## src/rtl/fm_rd_dma_req.sv

```systemverilog
// -----------------------------------------------------------------------------
// fm_rd_dma_req
//   Read-DMA request generator for the 32->2x16 burst read splitter.
//   Walks a 2-D region (i_lines lines of i_line_words words, line pitch
//   i_stride) and issues 32-word-aligned read requests of 1..32 words. Each
//   request is held on o_req/o_adrs/o_len until i_ack. A credit counter tracks
//   words requested but not yet popped from the downstream read-data FIFO so
//   the FIFO (P_FIFO_DEPTH words) can never overflow.
//
//   Ports
//     clk_core, rst_x          core clock, asynchronous active-low reset
//     i_start                  1-cycle start pulse (ignored while busy)
//     i_abort                  stop once the request in flight is accepted
//     i_base_adrs, i_stride    first line address / line stride (bits [4:0] ignored)
//     i_line_words, i_lines    region geometry
//     i_pop                    one word consumed from the read-data FIFO
//     o_busy, o_done           transfer active / 1-cycle normal completion
//     o_req, o_adrs, o_len     request to splitter, accepted by i_ack
//
//   Optional build macro FM_RD_DMA_REQ_STAT_EN adds:
//     o_req_cnt   accepted requests since last start (saturating)
//     o_stall_cnt cycles spent waiting for credit since last start (saturating)
// -----------------------------------------------------------------------------
module fm_rd_dma_req #(
    parameter int P_ADDR_W     = 24,
    parameter int P_LEN_W      = 6,
    parameter int P_LW_W       = 12,
    parameter int P_LN_W       = 10,
    parameter int P_FIFO_DEPTH = 64,
    parameter int P_CRD_W      = 7
) (
    input  logic                clk_core,
    input  logic                rst_x,
    input  logic                i_start,
    input  logic                i_abort,
    input  logic [P_ADDR_W-1:0] i_base_adrs,
    input  logic [P_ADDR_W-1:0] i_stride,
    input  logic [P_LW_W-1:0]   i_line_words,
    input  logic [P_LN_W-1:0]   i_lines,
    input  logic                i_pop,
    output logic                o_busy,
    output logic                o_done,
    output logic                o_req,
    output logic [P_ADDR_W-1:0] o_adrs,
    output logic [P_LEN_W-1:0]  o_len,
    input  logic                i_ack
`ifdef FM_RD_DMA_REQ_STAT_EN
    ,
    output logic [15:0]         o_req_cnt,
    output logic [15:0]         o_stall_cnt
`endif
);

    typedef enum logic [1:0] {
        S_IDLE,
        S_WAIT_CRD,
        S_REQ
    } state_t;

    localparam logic [P_ADDR_W-1:0] ALIGN_MASK = ~P_ADDR_W'(31);

    state_t              state_q, state_d;
    logic                busy_q, busy_d;
    logic                done_q, done_d;
    logic                req_q, req_d;
    logic [P_ADDR_W-1:0] adrs_q, adrs_d;
    logic [P_LEN_W-1:0]  len_q, len_d;
    logic [P_ADDR_W-1:0] cur_adrs_q, cur_adrs_d;    // next request address
    logic [P_ADDR_W-1:0] line_adrs_q, line_adrs_d;  // start of current line
    logic [P_ADDR_W-1:0] stride_q, stride_d;
    logic [P_LW_W-1:0]   rem_q, rem_d;              // words left in current line
    logic [P_LW_W-1:0]   words_q, words_d;
    logic [P_LN_W-1:0]   lines_q, lines_d;          // lines left including current
    logic                abort_q, abort_d;          // abort seen while in REQ
    logic [P_CRD_W-1:0]  crd_q, crd_d;

    logic [P_LEN_W-1:0]  cur_len;
    logic [P_CRD_W:0]    free_words;
    logic                fits;
    logic                ack_acc;
    logic                pop_acc;
    logic [P_LW_W-1:0]   rem_next;
    logic [P_ADDR_W-1:0] next_line_adrs;

    // Request length: rest of the line, capped at one 32-word burst.
    always_comb begin
        cur_len = P_LEN_W'(32);
        if (rem_q < P_LW_W'(32)) begin
            cur_len = rem_q[P_LEN_W-1:0];
        end
    end

    assign free_words     = (P_CRD_W+1)'(P_FIFO_DEPTH) - {1'b0, crd_q};
    assign fits           = (free_words >= (P_CRD_W+1)'(cur_len));
    assign ack_acc        = (state_q == S_REQ) && i_ack;
    assign pop_acc        = i_pop && (crd_q != '0);
    assign rem_next       = rem_q - P_LW_W'(len_q);
    assign next_line_adrs = line_adrs_q + stride_q;

    // Credit: an accepted request and a pop in the same cycle net to +len-1.
    always_comb begin
        crd_d = crd_q;
        if (ack_acc) begin
            crd_d = crd_d + P_CRD_W'(len_q);
        end
        if (pop_acc) begin
            crd_d = crd_d - P_CRD_W'(1);
        end
    end

    always_comb begin
        state_d     = state_q;
        busy_d      = busy_q;
        done_d      = 1'b0;
        req_d       = req_q;
        adrs_d      = adrs_q;
        len_d       = len_q;
        cur_adrs_d  = cur_adrs_q;
        line_adrs_d = line_adrs_q;
        stride_d    = stride_q;
        rem_d       = rem_q;
        words_d     = words_q;
        lines_d     = lines_q;
        abort_d     = abort_q;

        unique case (state_q)
            S_IDLE: begin
                abort_d = 1'b0;
                if (i_start) begin
                    if ((i_lines != '0) && (i_line_words != '0)) begin
                        state_d     = S_WAIT_CRD;
                        busy_d      = 1'b1;
                        cur_adrs_d  = i_base_adrs & ALIGN_MASK;
                        line_adrs_d = i_base_adrs & ALIGN_MASK;
                        stride_d    = i_stride & ALIGN_MASK;
                        rem_d       = i_line_words;
                        words_d     = i_line_words;
                        lines_d     = i_lines;
                    end else begin
                        // Empty region: complete immediately without a request.
                        done_d = 1'b1;
                    end
                end
            end

            S_WAIT_CRD: begin
                if (i_abort) begin
                    state_d = S_IDLE;
                    busy_d  = 1'b0;
                end else if (fits) begin
                    state_d = S_REQ;
                    req_d   = 1'b1;
                    adrs_d  = cur_adrs_q;
                    len_d   = cur_len;
                end
            end

            S_REQ: begin
                if (i_abort) begin
                    abort_d = 1'b1;
                end
                if (i_ack) begin
                    req_d      = 1'b0;
                    cur_adrs_d = cur_adrs_q + P_ADDR_W'(len_q);
                    rem_d      = rem_next;
                    if (rem_next == '0) begin
                        line_adrs_d = next_line_adrs;
                        cur_adrs_d  = next_line_adrs;
                        rem_d       = words_q;
                        lines_d     = lines_q - P_LN_W'(1);
                    end
                    // Completing the final request wins over a late abort.
                    if ((rem_next == '0) && (lines_q == P_LN_W'(1))) begin
                        state_d = S_IDLE;
                        busy_d  = 1'b0;
                        done_d  = 1'b1;
                    end else if (abort_q || i_abort) begin
                        state_d = S_IDLE;
                        busy_d  = 1'b0;
                    end else begin
                        state_d = S_WAIT_CRD;
                    end
                end
            end

            default: begin
                state_d = S_IDLE;
                busy_d  = 1'b0;
                req_d   = 1'b0;
            end
        endcase
    end

    always_ff @(posedge clk_core or negedge rst_x) begin
        if (!rst_x) begin
            state_q     <= S_IDLE;
            busy_q      <= 1'b0;
            done_q      <= 1'b0;
            req_q       <= 1'b0;
            adrs_q      <= '0;
            len_q       <= '0;
            cur_adrs_q  <= '0;
            line_adrs_q <= '0;
            stride_q    <= '0;
            rem_q       <= '0;
            words_q     <= '0;
            lines_q     <= '0;
            abort_q     <= 1'b0;
            crd_q       <= '0;
        end else begin
            state_q     <= state_d;
            busy_q      <= busy_d;
            done_q      <= done_d;
            req_q       <= req_d;
            adrs_q      <= adrs_d;
            len_q       <= len_d;
            cur_adrs_q  <= cur_adrs_d;
            line_adrs_q <= line_adrs_d;
            stride_q    <= stride_d;
            rem_q       <= rem_d;
            words_q     <= words_d;
            lines_q     <= lines_d;
            abort_q     <= abort_d;
            crd_q       <= crd_d;
        end
    end

    assign o_busy = busy_q;
    assign o_done = done_q;
    assign o_req  = req_q;
    assign o_adrs = adrs_q;
    assign o_len  = len_q;

`ifdef FM_RD_DMA_REQ_STAT_EN
    logic [15:0] req_cnt_q, req_cnt_d;
    logic [15:0] stall_cnt_q, stall_cnt_d;

    always_comb begin
        req_cnt_d   = req_cnt_q;
        stall_cnt_d = stall_cnt_q;
        if ((state_q == S_IDLE) && i_start) begin
            req_cnt_d   = '0;
            stall_cnt_d = '0;
        end else begin
            if (ack_acc && (req_cnt_q != '1)) begin
                req_cnt_d = req_cnt_q + 16'd1;
            end
            if ((state_q == S_WAIT_CRD) && !fits && (stall_cnt_q != '1)) begin
                stall_cnt_d = stall_cnt_q + 16'd1;
            end
        end
    end

    always_ff @(posedge clk_core or negedge rst_x) begin
        if (!rst_x) begin
            req_cnt_q   <= '0;
            stall_cnt_q <= '0;
        end else begin
            req_cnt_q   <= req_cnt_d;
            stall_cnt_q <= stall_cnt_d;
        end
    end

    assign o_req_cnt   = req_cnt_q;
    assign o_stall_cnt = stall_cnt_q;
`endif

endmodule

```

## config.mk

```make
export PLATFORM = sky130hd
export DESIGN_NAME = fm_rd_dma_req
export DESIGN_NICKNAME = d
export VERILOG_FILES = /design/src/rtl/fm_rd_dma_req.sv
export SDC_FILE = /design/constraint.sdc
export NUM_CORES = 1
export LEC_CHECK = 0
export CELL_PAD_IN_SITES_DETAIL_PLACEMENT = 0
export CELL_PAD_IN_SITES_GLOBAL_PLACEMENT = 2
export CORE_MARGIN = 4
export CORE_UTILIZATION = 29
export CTS_BUF_LIST = sky130_fd_sc_hd__clkbuf_4 sky130_fd_sc_hd__clkbuf_8 sky130_fd_sc_hd__clkbuf_16
export DETAILED_ROUTE_END_ITERATION = 12
export PLACE_DENSITY_LB_ADDON = 0.1
export SLEW_MARGIN = 20
export SYNTH_ARGS = -nofsm -noshare
export SYNTH_HDL_FRONTEND = slang
export SYNTH_SLANG_ARGS = --single-unit
```

## constraint.sdc

```tcl
create_clock -name clk_core -period 10.9 [get_ports clk_core]
set_clock_uncertainty 0.1 [all_clocks]
set_input_delay 1.09 -clock clk_core [delete_from_list [all_inputs] [get_ports clk_core]]
set_output_delay 1.09 -clock clk_core [all_outputs]
set_load 0.02 [all_outputs]
```

==> impl_metrics.tcl <==
set metrics [dict create \
    rows 63 \
    max_clock_freq_mhz 227 \
    cts_buffer_depth 2 \
    p_comb_frac 0.520 \
    drc 0 \
    ys.warnings.count 0 \
    floorplan.die_area_sq_um 32800 \
    synthMuxAreaShare 0.0593 \
    vias 7371 \
    worstSetupEndpointType "register" \
    mostFrequentLayoutCells "dfrtp_1 (139), nand2_1 (121), clkdlybuf4s50_1 (97)" \
    hold_ws_ns 0.387 \
    min_period_ns 4.41 \
    cts_tree "yes" \
    crit_fanout 32 \
    ios 109 \
    maxSlewViolCount 0 \
    ys_types 72 \
    wl_met2_mm 12.4 \
    power_frac_clock 0.188 \
    p_sw_frac 0.438 \
    routed_wl_mm 27.9 \
    slew_headroom 0.243 \
    worstMarginPinSlew_ns 1.13 \
    ys_ff_latch 139 \
    hp-class "register to register" \
    die_h_microns 181 \
    grt_max_degree 93 \
    clock_sinks 139 \
    wl_met3_microns 778 \
    initial_utilization 0.293 \
    critPathArrivalTime_ns 4.61 \
    status "completed" \
    hpwl_mm 19.9 \
    antenna_found_initial 0 \
    synthArstFlopShare 1.00 \
    yosysSeqAreaShare 0.400 \
    path_class "register to register" \
    grt_pass1_vias 7444 \
    max_cap_violations 0 \
    grt_use_total 0.169 \
    cts_max_level 4 \
    hold_buffers 0 \
    critPathLaunchType "register" \
    drt_iter0_markers 366 \
    avgSynthCellArea_sq_um 9.11 \
    gp_congestion 0.791 \
    synth_edf_count 0 \
    synth_compound_area_frac 0.211 \
    die_w_microns 181 \
    switching_power_mw 1.48 \
    p_seq_frac 0.292 \
    avgViaCountPerCell 5.12 \
    rsz0062_at_grt "false" \
    synth_area_sq_um 8690 \
    worstPathRequired_ns 11.10 \
    num_antenna_cells 0 \
    peakVddDrop_mv 0.121 \
    layout-drive-gt1-share 0.0961 \
    final_common_cell "dfrtp_1" \
    synth_top_family_by_area "compound AO/OA/AOI/OAI gates" \
    cts_setup_buffers 0 \
    ys.flop_type "dfrtp_1" \
    timing.final.crit_share 0.405 \
    clkLatencyLatePin_ns 0.42 \
    cts.clk_slew.worst_paths_ns 0.07 \
    grt_pass1_wl_mm 44.2 \
    wl_per_cell_microns 19.3 \
    top_layer_used "met4" \
    antenna_left 0 \
    fin_setup_tns_ns 0 \
    cts_resized 0 \
    dr.pass1.iters 5 \
    p_leak_nw 4.55 \
    cts_buffers 17 \
    syn_inst 954 \
    syn_nets 1080 \
    synth_xor_area_frac 0.0433 \
    placed_cell_area_sq_um 10100 \
    setup_viol 0 \
    final_area_sq_um 10700 \
    gr-total-overflow 0 \
    hold_violations 0 \
    power_density_nw_per_um2 314 \
    core-area_sq_um 29600 \
    portBuffers 98 \
    area_delta_synth_final_pct 23.6 \
    wl_met1_mm 14.1 \
    power.internal_mw 1.90 \
    final_nets 1164 \
    synth-simple-area-share 0.176 \
    final_util 0.363 \
    synthAdderAreaFrac 0.0754 \
    root_buffer "clkbuf_16" \
    fillers 3089 \
]
[stage by stage]
step | std cells | power (mW) | setup slack (ns)
after global placement | 1409 | 2.77 | 6.45
after floorplan | 954 | 2.19 | 6.86
final | 1441 | 3.38 | 6.49
after detailed placement | 1409 | 2.76 | 6.46
after global routing | 1441 | 3.66 | 6.13
after CTS | 1441 | 3.42 | 6.40
[final timing paths]
| check | from | to | slack [ns] | cells past startpoint |
|---|---|---|---|---|
| worst max-delay path | rem_q[7]$_DFFE_PN0P_ | o_adrs[0]$_DFFE_PN0P_ | 6.49 | 14 |
| worst min-delay path | stride_q[11]$_DFFE_PN0P_ | stride_q[11]$_DFFE_PN0P_ | 0.39 | 2 |
| worst max register to register | rem_q[7]$_DFFE_PN0P_ | o_adrs[0]$_DFFE_PN0P_ | 6.49 | 14 |
| worst min register to register | stride_q[11]$_DFFE_PN0P_ | stride_q[11]$_DFFE_PN0P_ | 0.39 | 2 |
| max in group asynchronous | rst_x | o_done$_DFF_PN0_ | 8.76 | 2 |
| min in group asynchronous | rst_x | words_q[0]$_DFFE_PN0P_ | 0.67 | 1 |
[cell usage after synthesis, types with 7 or more instances]
master    count  area, sq um
nand4_1      10         62.6
o31a_1        7         61.3
a31oi_1      19          119
o22ai_1      11         68.8
clkbuf_1     24         90.1
nand2b_1      8         50.1
a21oi_1      58          290
xor2_1       18          158
nand2_1     121          454
ha_1         46          576
nor3_1       27          135
o21a_1       12         90.1
nor2b_1      10         62.6
inv_1        27          101
and3_1       15         93.8
o211ai_1     13         97.6
nor2_1       69          259
nand3_1      31          155
mux2i_1      11          110
dfrtp_1     139         3480
a21o_1       14          105
buf_2        14         70.1
a211oi_1     17          128
mux2_2       35          394
o21ai_0      69          345
xnor2_1      25          219
[cell type report]
| type | instances | area (sq um) | share of cell area |
|---|---|---|---|
| Multi-Input combinational cell | 743 | 4960 | 0.462 |
| Sequential cell | 139 | 3480 | 0.324 |
| Inverter | 27 | 101 | 0.00943 |
| Clock inverter | 8 | 130 | 0.0121 |
| Clock buffer | 24 | 515 | 0.0480 |
| Tap cell | 390 | 488 | 0.0454 |
| Timing Repair Buffer | 110 | 1070 | 0.0998 |
[power groups by stage]
stage | clock network [mW] | registers, mW | logic, mW
CTS | 0.656 | 0.994 | 1.77
finish | 0.636 | 0.986 | 1.75
detailed placement | 0 | 1.00 | 1.76
global route | 0.677 | 1.03 | 1.96
floorplan | 0 | 0.962 | 1.23
global placement | 0 | 1.00 | 1.76
[sequential cells by signal, indices dropped and copies added, names as in the netlist]
name / cells
abort_q: 1
crd_q: 7
cur_adrs_q: 24
line_adrs_q: 19
lines_q: 10
o_adrs: 24
o_busy: 1
o_done: 1
o_len: 6
o_req: 1
rem_q: 12
state_q: 2
stride_q: 19
words_q: 12
[worst max-delay path, cell delays in order, from the launching register on]
cell      delay (ns)
dfrtp_1         0.48
nor3_1          0.53
nand2b_1        0.16
nor4_1          0.20
buf_4           0.21
and2_1          0.16
ha_1            0.23
nand2b_1        0.14
a21o_1          0.17
a21o_1          0.16
a21o_1          0.16
a21o_1          0.16
a211o_1         0.32
nand3_2         0.69
mux2_2          0.41
[cell families (layout without fill, tap and decap cells)]
kind of cell | after synthesis | after routing
xor gates and xnor gates | 43 | 43
muxes | 47 | 47
AOI/OAI and AO/OA | 278 | 278
DFF | 139 | 139
buffers and inverters | 72 | 169
adders and majority gates | 50 | 50
and+or+nand+nor | 325 | 325
[metal layers]
layer  GRT usage  vias to the layer above
li1            -                     3646
met3      0.0225                       28
met1       0.248                     3572
met2       0.261                      125
met5           0                        -
met4      0.0486                        0
No activity file was read; power rests on OpenSTA's default activity.
